<file path="config.mk">
export PLATFORM = sky130hd
export DESIGN_NAME = hazard_ctrl
export DESIGN_NICKNAME = d
export VERILOG_FILES = /design/src/rtl/hazard_ctrl.sv
export SDC_FILE = /design/constraint.sdc
export NUM_CORES = 1
export LEC_CHECK = 0
export ABC_AREA = 1
export BUFFER_PORTS_ARGS = -buffer_cell sky130_fd_sc_hd__clkbuf_2
export CORE_ASPECT_RATIO = 0.6
export CORE_MARGIN = 1
export CORE_UTILIZATION = 35
export DETAILED_ROUTE_END_ITERATION = 10
export SLEW_MARGIN = 20
export SYNTH_ARGS = -nofsm -noshare
export SYNTH_HDL_FRONTEND = slang
export SYNTH_SLANG_ARGS = --single-unit
</file>
<file path="constraint.sdc">
create_clock -name clk -period 2.45 [get_ports clk]
set_clock_uncertainty 0.1 [all_clocks]
set_input_delay 0.1225 -clock clk [delete_from_list [all_inputs] [get_ports clk]]
set_output_delay 0.1225 -clock clk [all_outputs]
set_load 0.1 [all_outputs]
</file>
<file path="src/rtl/hazard_ctrl.sv">
// hazard_ctrl
//
// Pipeline hazard controller for a classic 5-stage pipeline. It watches the
// ID/EX load, the IF/ID source registers, the EX/MEM branch outcome and the
// data-memory busy flag. From these it drives load enables and flush
// (bubble-insert) controls for the PC, IF/ID, ID/EX and EX/MEM registers.
//
// The hazards are resolved in this fixed priority order:
//   reset > memory wait freeze > taken-branch squash > load-use stall > run
//
// Saturating event counters record the stalls and flushes taken, for
// performance debug.
//
// Ports
//   clk, reset                    clock, asynchronous active-high reset
//   idexMemRead, idexRt           load in ID/EX and its destination register
//   ifidRs, ifidRt, ifidUsesRt    sources of the instruction in IF/ID
//   exmemBranch, exmemZero        branch outcome held in EX/MEM
//   memBusy                       data memory not ready this cycle
//   cntClr                        synchronous clear of both counters
//   pcWrite, ifidWrite, idexWrite register load enables
//   ifidFlush, idexFlush, exmemFlush  bubble-insert controls
//   state                         FSM state (RUN=00, LDSTALL=01, BRFLUSH=10)
//   stallCount, flushCount        saturating event counters

module hazard_ctrl #(
    parameter int CNT_W = 16
) (
    input  logic             clk,
    input  logic             reset,
    input  logic             idexMemRead,
    input  logic [4:0]       idexRt,
    input  logic [4:0]       ifidRs,
    input  logic [4:0]       ifidRt,
    input  logic             ifidUsesRt,
    input  logic             exmemBranch,
    input  logic             exmemZero,
    input  logic             memBusy,
    input  logic             cntClr,
    output logic             pcWrite,
    output logic             ifidWrite,
    output logic             idexWrite,
    output logic             ifidFlush,
    output logic             idexFlush,
    output logic             exmemFlush,
    output logic [1:0]       state,
    output logic [CNT_W-1:0] stallCount,
    output logic [CNT_W-1:0] flushCount
);

    typedef enum logic [1:0] {
        RUN     = 2'b00,
        LDSTALL = 2'b01,
        BRFLUSH = 2'b10
    } state_t;

    localparam logic [CNT_W-1:0] CNT_MAX = {CNT_W{1'b1}};

    state_t           state_reg;
    state_t           state_next;
    logic [CNT_W-1:0] stall_cnt_reg;
    logic [CNT_W-1:0] flush_cnt_reg;
    logic             stall_inc;
    logic             flush_inc;

    logic taken;
    logic load_use;
    logic taken_ok;
    logic load_use_ok;

    assign taken    = exmemBranch & exmemZero;
    assign load_use = idexMemRead & (idexRt != 5'd0) &
                      ((idexRt == ifidRs) | (ifidUsesRt & (idexRt == ifidRt)));

    // The bubble stages that follow a stall or a squash carry no real
    // instruction. A hazard seen there is a stale copy of the one just handled,
    // so it is masked. A taken branch can still retire behind a load-use
    // bubble, so it stays visible in LDSTALL.
    assign taken_ok    = taken & (state_reg != BRFLUSH);
    assign load_use_ok = load_use & (state_reg != BRFLUSH) & (state_reg != LDSTALL);

    always_comb begin
        pcWrite    = 1'b1;
        ifidWrite  = 1'b1;
        idexWrite  = 1'b1;
        ifidFlush  = 1'b0;
        idexFlush  = 1'b0;
        exmemFlush = 1'b0;
        state_next = RUN;
        stall_inc  = 1'b0;
        flush_inc  = 1'b0;

        if (reset) begin
            pcWrite    = 1'b0;
            ifidWrite  = 1'b0;
            idexWrite  = 1'b0;
            ifidFlush  = 1'b1;
            idexFlush  = 1'b1;
            exmemFlush = 1'b1;
        end else if (memBusy) begin
            // Whole-pipe freeze. Any pending hazard is re-evaluated once
            // memory is ready again.
            pcWrite    = 1'b0;
            ifidWrite  = 1'b0;
            idexWrite  = 1'b0;
            state_next = state_reg;
        end else if (taken_ok) begin
            // Squash the three younger instructions and let the target load.
            ifidFlush  = 1'b1;
            idexFlush  = 1'b1;
            exmemFlush = 1'b1;
            state_next = BRFLUSH;
            flush_inc  = 1'b1;
        end else if (load_use_ok) begin
            // Hold PC and IF/ID. Insert a single bubble into ID/EX.
            pcWrite    = 1'b0;
            ifidWrite  = 1'b0;
            idexFlush  = 1'b1;
            state_next = LDSTALL;
            stall_inc  = 1'b1;
        end
    end

    always_ff @(posedge clk or posedge reset) begin
        if (reset) begin
            state_reg     <= RUN;
            stall_cnt_reg <= '0;
            flush_cnt_reg <= '0;
        end else begin
            state_reg <= state_next;
            // A clear wins over a same-cycle increment, and that event is lost.
            if (cntClr) begin
                stall_cnt_reg <= '0;
                flush_cnt_reg <= '0;
            end else begin
                if (stall_inc && (stall_cnt_reg != CNT_MAX))
                    stall_cnt_reg <= stall_cnt_reg + 1'b1;
                if (flush_inc && (flush_cnt_reg != CNT_MAX))
                    flush_cnt_reg <= flush_cnt_reg + 1'b1;
            end
        end
    end

    assign state      = state_reg;
    assign stallCount = stall_cnt_reg;
    assign flushCount = flush_cnt_reg;

endmodule

</file>
### Word level (Yosys, flattened, before mapping)

Cells that the tools add are included.

| storage, ports and cells | value |
|---|---|
| logic and storage cells | 50 |
| input bits | 23 |
| register bits after elaboration | 34 |
| output and inout bits | 40 |

| operators by class | value |
|---|---|
| add/sub/neg operators | 2 |
| bitwise operators | 8 |
| equal/unequal tests | 7 |
| reduce and logical (&&, ||, !) cells | 5 |
| multiplexer cells | 25 |

Operators by type and width:

| operator | number |
|---|---|
| 16-bit 2-to-1 mux | 4 |
| 16-bit by 1-bit adder with 16-bit output (second input constant) | 2 |
| 16-bit inequality test (second input constant) | 2 |
| 1-bit 2-to-1 mux | 18 |
| 5-bit == test | 2 |
| 1-bit AND | 7 |
| 2-bit 2-to-1 mux | 3 |
| 5-bit nonzero test | 1 |
| 2-bit inequality test (second input constant) | 2 |
| 2-bit nonzero test | 2 |
| 1-bit logical AND | 2 |
| 2-bit by 1-bit inequality test with 1-bit output (second input constant) | 1 |
| 1-bit bitwise OR | 1 |

### Longest topological paths before layout

Gate-level depths: netlist (run 1).

| depth | value |
|---|---|
| depth in word-level cells | 13 |
| depth in mapped cells | 12 |
| depth with buffers taken out | 11 |

### Least setup slack after synthesis (run 1)

OpenSTA, ideal clock, no wires.

| path | value |
|---|---|
| path kind | input-to-output |
| start | in reset |
| end | out pcWrite |
| stages | 4 |
| data required time | 2227 ps |
| buffers on the path | 1 |
| arrival | 2638 ps |
| slack | -410 ps |
| path through | nor2_1 -> nand2_1 -> inv_1 -> buf_4 |

| between the ends | value |
|---|---|
| word-level cells in the longest chain between the ends | 1 |

Ends and longest elaborated chain:

| element | RTL line | RTL |
|---|---|---|
| start, declared | 30 | `input logic reset,` |
| 1-bit 2-to-1 mux | - |  |
| end, declared | 40 | `output logic pcWrite,` |

Every way passes these cells.

### Worst setup path in the final report (run 1)

| path | value |
|---|---|
| start | reg state_reg[0] (netlist: state[0]) |
| end | reg flush_cnt_reg[12] (netlist: flushCount[12]) |

| between the ends | value |
|---|---|
| word-level cells in the longest chain between the ends | 7 |

Ends and longest elaborated chain:

| element | RTL line | RTL |
|---|---|---|
| start, declared | 59 | `state_t state_reg;` |
| start signal, assigned | 130 | `state_reg <= state_next;` |
| 2-bit inequality test | 79 | `assign taken_ok = taken & (state_reg != BRFLUSH);` |
| 1-bit AND | 79 |  |
| 1-bit 2-to-1 mux | 107 | `end else if (taken_ok) begin` |
| 1-bit 2-to-1 mux | 100 | `end else if (memBusy) begin` |
| 1-bit 2-to-1 mux | 93 | `if (reset) begin` |
| 1-bit logical AND | 138 | `if (flush_inc && (flush_cnt_reg != CNT_MAX))` |
| 2-bit nonzero test (no line) | - |  |
| end signal, assigned | 139 | `flush_cnt_reg <= flush_cnt_reg + 1'b1;` |
| end, declared | 62 | `logic [CNT_W-1:0] flush_cnt_reg;` |

Every way passes these cells.
A chain may end at the register's enable or synchronous reset.

==> results.yml, run 1 <==
clock_tree:
  cts_root_buffer: "clkbuf_16"
  insertion_delay_ns: 0.27
  cts_tree: "yes"
  clock-sinks: 34
  clock_path_buffers: 2
  clkTransAtPathRegs_ns: 0.05
  h-tree-depth: 2
  cts_buffers: 5
yosys:
  synth.avg_cell_area_um2: 7.046
  synth_area_um2: 2445
  synth_warnings: 0
  ys_seq_elements: 34
  synthTopCellsByArea: "dfrtp_1, nand2_1, nand3_1, inv_1, xor2_1"
  synth_top_area_cell: "dfrtp_1"
  synth-edff-count: 0
  synthCells: 347
  synthTopCellsByCount: "nand2_1, nand3_1, inv_1, dfrtp_1, nor2_1"
  ys_seq_area_share_pct: 34.80
  async_flop_share_pct: 100.0
  synth_most_common_cell: "nand2_1"
  yosys.area.top_type_share_pct: 34.80
  synth_flop_cell: "dfrtp_1"
  ys_types: 32
  syn-num-nets: 372
worst_setup_path:
  rrSetupSlack_ns: 0.35
  end_kind: "flop"
  cp_num_buf_inv: 2
  startpoint_type: "flop"
  rr_worst_depth: 9
  arrival_ns: 2.15
  cpPeakStageDelay_ns: 0.37
  cp_top_family: "simple AND/OR/NAND/NOR gates"
  path_cells: "inv_1 > nand2_1 > nand4_1 > nor2_1 > nand2_2 > nand2_1 > inv_1 > nand2_1 > o31ai_1"
  slowest_stage: "dfrtp_2"
  reg2reg_from: "state[0]"
  critPathMaxFanout: 13
  worstSetupPathType: "reg -> reg"
  required_ns: 2.49
  worstReg2RegEnd: "flushCount[12]"
  cpMostUsedCell: "nand2_1"
floorplan:
  initial_utilization_pct: 36.46
  die_area_um2: 7335
  pin_count: 63
  core_area_um2: 6705
  fp.dieH_um: 66.74
  die_w_um: 109.9
  num_rows: 23
timing:
  fin_tns_setup_ns: 0
  min_period_ns: 2.101
  relSlewSlack_pct: 62.40
  finalHoldViolCount: 0
  worst_slew_pin_slew_ns: 0.5664
  post-route-period-util_pct: 85.77
  rsz0062_at_grt: "no"
  setup_viol_count_final: 0
  drv_slew: 0
  clock.fmax_mhz: 475.9
cells_and_area:
  drive_above_1_share_pct: 24.76
  post-route-util_pct: 44.62
  area_delta_synth_final_pct: 22.36
  final_cells: 499
  n_fill_cell: 712
  nets: 436
  diodes: 0
route:
  first_iter_violations: 190
  route.detailed.drc: 0
  drt-pass1-iter-count: 5
  routedWlPerCell_um: 12.94
  totalWireLength_um: 6459
  vias: 2469
  viasPerCell: 4.948
  ant_nets: 0
global_route:
  grt_max_degree: 38
  grt_util_all_layers_pct: 18.17
  antenna_found_initial: 0
  grt_pass1_wl_um: 10110
  grt_pass1_vias: 2043
  grt-ovfl-total: 0
pwr:
  vdd_ir_drop_max_uv: 326.5
  power_density_nw_per_um2: 473.0
  p_leak_nw: 1.658
  power_w: 0.001415
run:
  cap_violations: 0
placement:
  portBuffers: 62
  dpl.hpwl_um: 4910
  place_congestion: 0.8648
  dp_cells: 489
worst_hold_path:
  hold_end: "state[1]"
  hold_start: "memBusy"
  min_path_type: "in -> reg"
  hold_depth: 3
outcome:
  status: "finished clean"
[through the flow]
stage	area, µm²	worst slack (ns)	hold slack, ns
CTS	2992	0.3611	0.06313
global route	2992	0.1489	0.1019
detailed placement	2825	0.4024	0.1408
global placement	2825	0.4726	0.1488
finish	2992	0.3486	0.06215
floorplan	2455	0.04657	0.1190
[timing repair]
| action | in CTS | in global routing |
|---|---|---|
| buffers inserted | 0 | 0 |
| hold endpoints to repair | 11 | 0 |
| endpoints found under the setup margin | 0 | 0 |
| resized for setup | 0 | 0 |
| hold buffers | 2 | 0 |
[cell type report]
class	count	area, µm²	share of cell area [%]
multi-input cells	250	1329	44.42
flip-flops and latches	34	855.8	28.61
repair buffers	67	352.8	11.79
inverters	53	198.9	6.650
clock buffers	8	146.4	4.893
well taps	87	108.9	3.639
[cells by family after synthesis]
logic type / after synthesis / share of synthesized area, %
simple gates: 209 / 41.86
compound gates: 20 / 4.452
fa+ha+maj: 2 / 1.023
buf+inv: 63 / 11.05
xor+xnor: 19 / 6.807
flops: 34 / 34.80
[power breakdown]
group          leakage, nW  switching (W)  internal [W]
combinational         1.12       0.000176     0.0000472
clock               0.0712       0.000214      0.000405
sequential           0.466     0.00000468      0.000568
[layout by cell type, fill, tap and decap left out, types with 5 or more instances in the layout]
cell type	n
nand4_1	9
inv_1	46
nand3_1	53
xor2_1	17
o21ai_1	5
nand2_1	85
dfrtp_1	30
clkbuf_2	62
nor2_1	28
nand3_2	7
inv_2	7
nor3_1	11
o21ai_0	7
clkbuf_16	5
[how the worst max path moves through the flow]
stage | from | to | cells past startpoint
floorplan | state[0] | pcWrite | 7
global placement | state[1] | flushCount[12] | 8
detailed placement | state[0] | flushCount[12] | 9
CTS | reset | idexFlush | 5
global route | state[0] | flushCount[14] | 9
finish | state[0] | flushCount[12] | 9
[worst register-to-register path: stages (launching register included)]
cell and delay (ns):
dfrtp_2 0.37, inv_1 0.05, nand2_1 0.10, nand4_1 0.19
nor2_1 0.26, nand2_2 0.17, nand2_1 0.34, inv_1 0.22
nand2_1 0.10, o31ai_1 0.06
[routing by layer]
layer  GRT usage, %  share of wire [%]  up-vias
met1          28.82                 53     1117
met4          3.667               0.56        0
met3          5.186                9.3       10
li1               -                  -     1239
met5              0                  0        -
met2          23.28                 37      103
Note: power is estimated with default switching activity, not from simulation.
==> run 2: changes to the inputs <==
Settings changed: CORE_UTILIZATION 35 to 53, PLACE_DENSITY set to 0.8.
==> run 2 against run 1 <==
Combinational power barely moved. Largest power group is now registers. First-iteration DRC count rose by 17%. Highest routed layer unchanged. Sequential power barely moved.
==> results.yml, run 2 (same netlist as run 1, synthesis figures left out) <==
outcome:
  status: "finished clean"
timing:
  fin_tns_setup_ns: 0
  rsz0062_at_grt: "no"
  setup_viol_count_final: 0
  finalHoldViolCount: 0
  post-route-period-util_pct: 84.18
  relSlewSlack_pct: 62.92
  clock.fmax_mhz: 484.9
  min_period_ns: 2.062
  drv_slew: 0
  hold_ws_ns: 0.04549
  worst_slew_pin_slew_ns: 0.5520
floorplan:
  initial_utilization_pct: 57.44
  die_area_um2: 4897
  core_area_um2: 4257
  fp.dieH_um: 54.61
  die_w_um: 89.68
  pin_count: 63
  num_rows: 18
worst_setup_path:
  arrival_ns: 2.12
  worstReg2RegEnd: "flushCount[4]"
  path_cells: "nand2_1 > nand4_1 > nor2_1 > nand2_2 > nand2_1 > inv_1 > nand2_1 > o31ai_1"
  critPathMaxFanout: 13
  end_kind: "flop"
  crit_cells: 8
  startpoint: "state[1]"
  rrSetupSlack_ns: 0.39
  startpoint_type: "flop"
  worstSetupPathType: "reg -> reg"
  cp_top_family: "simple AND/OR/NAND/NOR gates"
  cp_num_buf_inv: 1
  cpPeakStageDelay_ns: 0.41
  required_ns: 2.51
  reg2reg_from: "state[1]"
  rr_worst_depth: 8
  cpMostUsedCell: "nand2_1"
  slowest_stage: "dfrtp_2"
  endpoint: "flushCount[4]"
cells_and_area:
  area_delta_synth_final_pct: 19.04
  drive_above_1_share_pct: 25.18
  final_cell_mix: "nand2_1, clkbuf_2, nand3_1, inv_1, dfrtp_1"
  nets: 437
  final_common_cell: "nand2_1"
  post-route-util_pct: 68.37
  diodes: 0
clock_tree:
  clock-sinks: 34
  cts_setup_buffers: 0
  clkTransAtPathRegs_ns: 0.08
  cts_resized: 0
  clock_path_buffers: 2
  h-tree-depth: 2
  cts_tree: "yes"
  cts_buffers: 5
  cts_root_buffer: "clkbuf_8"
  insertion_delay_ns: 0.28
pwr:
  p_sw_share_pct: 31.52
  seqPwrFrac_pct: 46.6
  switchingPower_w: 0.0003876
  p_leak_nw: 1.640
  vdd_ir_drop_max_uv: 322.4
  power_frac_comb_pct: 18.0
  p_int_w: 0.0008422
  power_density_nw_per_um2: 422.6
  p_clk_share_pct: 35.5
placement:
  portBuffers: 62
  dpl.hpwl_um: 4600
  place_congestion: 0.9649
route:
  vias: 2475
  ant_nets: 0
  drt-pass1-iter-count: 4
  routedWlPerCell_um: 12.64
  totalWireLength_um: 5977
  first_iter_violations: 222
  route.detailed.drc: 0
  viasPerCell: 5.233
global_route:
  antenna_found_initial: 0
  grt-ovfl-total: 0
  grt_pass1_vias: 2090
  grt_util_all_layers_pct: 26.37
  grt_pass1_wl_um: 9680
  grt_max_degree: 26
worst_hold_path:
  hold_depth: 3
  min_path_type: "in -> reg"
run:
  cap_violations: 0
-- run 2: repair_timing --
| item | CTS | global route |
|---|---|---|
| endpoints found under the setup margin | 0 | 0 |
| endpoints found under the hold margin | 37 | 0 |
| hold buffers | 2 | 0 |
-- run 2: power by group through the flow --
stage | logic (W) | registers (W) | clock network, W
3_3_place_gp | 0.000216 | 0.000582 | 0
5_1_grt | 0.000242 | 0.000573 | 0.000463
3_5_place_dp | 0.000217 | 0.000583 | 0
6_report | 0.000221 | 0.000572 | 0.000436
2_1_floorplan | 0.000122 | 0.000626 | 0
4_1_cts | 0.000221 | 0.000572 | 0.000437
-- run 2: how the worst min path moves through the flow --
stage | to | slack, ns | start
after global placement | stallCount[13] | 0.18 | reset
after floorplan | state[1] | 0.12 | reset
after CTS | state[1] | 0.04 | memBusy
final | state[1] | 0.05 | memBusy
after detailed placement | stallCount[10] | 0.18 | reset
after global routing | state[1] | 0.06 | memBusy
-- run 2: final cells by class --
type | instances | area, µm²
clock inverters | 1 | 5.005
flip-flops and latches | 34 | 855.8
inverters | 53 | 198.9
multi-input cells | 250 | 1329
well taps | 60 | 75.07
clock buffers | 7 | 86.33
fillers | 378 | 1346
repair buffers | 68 | 360.3
-- run 2: per-layer routing --
metal  GRT usage, %  share of wire (%)  vias to the layer above
met5              0                  0                        -
li1               -                  -                     1235
met2          39.14                 41                       98
met1          40.02                 50                     1140
met3          5.882                8.6                        2
met4          3.704               0.20                        0
-- run 2: through the flow --
| stage | cells | total power [W] | area (µm²) | setup WS [ns] |
|---|---|---|---|---|
| 6_report | 473 | 0.001230 | 2910 | 0.3875 |
| 5_1_grt | 473 | 0.001278 | 2910 | 0.1130 |
| 4_1_cts | 473 | 0.001230 | 2910 | 0.3893 |
| 3_5_place_dp | 463 | 0.0008003 | 2799 | 0.4080 |
| 3_3_place_gp | 463 | 0.0007980 | 2799 | 0.4692 |
| 2_1_floorplan | 347 | 0.0007478 | 2455 | 0.04657 |
-- run 2: worst min-delay path: cells and delay by family --
family,cells,cell delay (ns)
compound gates,1,0.08
simple gates,1,0.09
buf+inv,1,0.11
==> run 3: changes to the inputs <==
Clock period 2.45 ns to 2.1 ns, I/O delays scaled along.
==> run 3 against run 2 <==
Via count decreased by 0.40%. Utilization increased by 3.0 points. Non-clock buffer count unchanged. Largest power group unchanged. Highest routed layer unchanged.
==> results.yml, run 3 (same netlist as run 1, synthesis figures left out) <==
outcome:
  status: "finished clean"
pwr:
  power_density_nw_per_um2: 482.3
  vdd_ir_drop_max_uv: 361.3
  p_leak_nw: 1.613
  power_w: 0.001465
clock_tree:
  insertion_delay_ns: 0.29
  clkTransAtPathRegs_ns: 0.07
  clock-sinks: 34
  clock_path_buffers: 2
  cts_tree: "yes"
  cts_root_buffer: "clkbuf_8"
  h-tree-depth: 2
  cts_buffers: 5
floorplan:
  core_area_um2: 4257
  fp.dieH_um: 54.61
  die_w_um: 89.68
  initial_utilization_pct: 57.44
  die_area_um2: 4897
  pin_count: 63
  num_rows: 18
worst_hold_path:
  min_path_type: "in -> reg"
  hold_end: "state[1]"
  hold_start: "memBusy"
  hold_depth: 3
worst_setup_path:
  cp_top_family: "simple AND/OR/NAND/NOR gates"
  arrival_ns: 2.07
  worstReg2RegEnd: "stallCount[1]"
  slowest_stage: "dfrtp_4"
  cp_num_buf_inv: 0
  cpMostUsedCell: "nor2_4"
  required_ns: 2.22
  cpPeakStageDelay_ns: 0.51
  startpoint_type: "flop"
  path_cells: "ha_1 > nand2_1 > nor2_4 > nand2_4 > nor2_4 > nand2_4 > nor2_8 > nor2_4 > nand3_1 > nand2_1"
  rrSetupSlack_ns: 0.15
  reg2reg_from: "stallCount[0]"
  worstSetupPathType: "reg -> reg"
  rr_worst_depth: 10
  end_kind: "flop"
  critPathMaxFanout: 16
route:
  drt-pass1-iter-count: 5
  routedWlPerCell_um: 12.91
  viasPerCell: 5.211
  totalWireLength_um: 6105
  route.detailed.drc: 0
  ant_nets: 0
  vias: 2465
  first_iter_violations: 268
placement:
  dpl.hpwl_um: 4592
  portBuffers: 62
  place_congestion: 0.9634
timing:
  relSlewSlack_pct: 55.90
  post-route-period-util_pct: 92.72
  drv_slew: 0
  worst_slew_pin_slew_ns: 0.6555
  min_period_ns: 1.947
  rsz0062_at_grt: "no"
  finalHoldViolCount: 0
  clock.fmax_mhz: 513.6
  setup_viol_count_final: 0
global_route:
  grt_pass1_wl_um: 9729
  grt_max_degree: 35
  grt_util_all_layers_pct: 27.12
  antenna_found_initial: 0
  grt-ovfl-total: 0
  grt_pass1_vias: 2090
cells_and_area:
  n_fill_cell: 341
  diodes: 0
  area_delta_synth_final_pct: 24.26
  final_common_cell: "nand2_1"
  nets: 437
  post-route-util_pct: 71.37
  drive_above_1_share_pct: 33.41
  final_cell_mix: "nand2_1, clkbuf_2, nand3_1, inv_1, nor2_1"
run:
  cap_violations: 0
## run 3: where the power goes
group,internal (W),switching [W],leakage [nW],total (W)
Combinational,0.0000735,0.000208,1.14,0.000281
Clock,0.000264,0.000251,0.0472,0.000514
Sequential,0.000663,0.00000669,0.425,0.000669
Total,0.00100,0.000465,1.61,0.00147
## run 3: per-stage QoR
step | setup TNS (ns) | instance area [µm²] | setup WS (ns) | std cells | hold slack [ns]
5_1_grt | 0 | 3038 | 0.01558 | 473 | 0.02557
3_5_place_dp | 0 | 2920 | 0.1759 | 463 | 0.2412
3_3_place_gp | 0 | 2920 | 0.1654 | 463 | 0.2360
6_report | 0 | 3038 | 0.1529 | 473 | 0.03533
2_1_floorplan | -0.03173 | 2531 | -0.03173 | 347 | -0.03057
4_1_cts | 0 | 3035 | 0.1473 | 473 | 0.01912
## run 3: timing repair
item                                    CTS  global route
gates resized for setup                   0             1
hold buffers                              2             0
buffers inserted                          0             0
endpoints found under the setup margin    0             1
hold endpoints to repair                 36             0
## run 3: final cells by class
class	instances	area, µm²	share of cell area, %
well taps	60	75.07	2.471
clock inverters	2	12.51	0.4119
clock buffers	6	82.58	2.718
multi-input cells	250	1348	44.36
flip-flops and latches	34	895.9	29.49
inverters	53	206.4	6.796
repair buffers	68	417.9	13.76
## run 3: worst max-delay path by stage
stage | from | cells past startpoint | to
floorplan | state[0] | 8 | pcWrite
global placement | stallCount[0] | 10 | stallCount[15]
detailed placement | flushCount[0] | 9 | flushCount[0]
CTS | flushCount[0] | 9 | flushCount[0]
global route | stallCount[0] | 11 | stallCount[5]
finish | stallCount[0] | 10 | stallCount[1]
## run 3: tightest hold or removal path, cell delays in order
cell and delay, ns:
clkbuf_2 0.10, nand2_1 0.09, o22ai_1 0.08
## run 3: routing by layer
metal | routed length [µm] | track usage (%)
met1 | 3132 | 40.68
met2 | 2421 | 37.75
met3 | 478 | 7.843
met4 | 72 | 6.878
met5 | 0 | 0
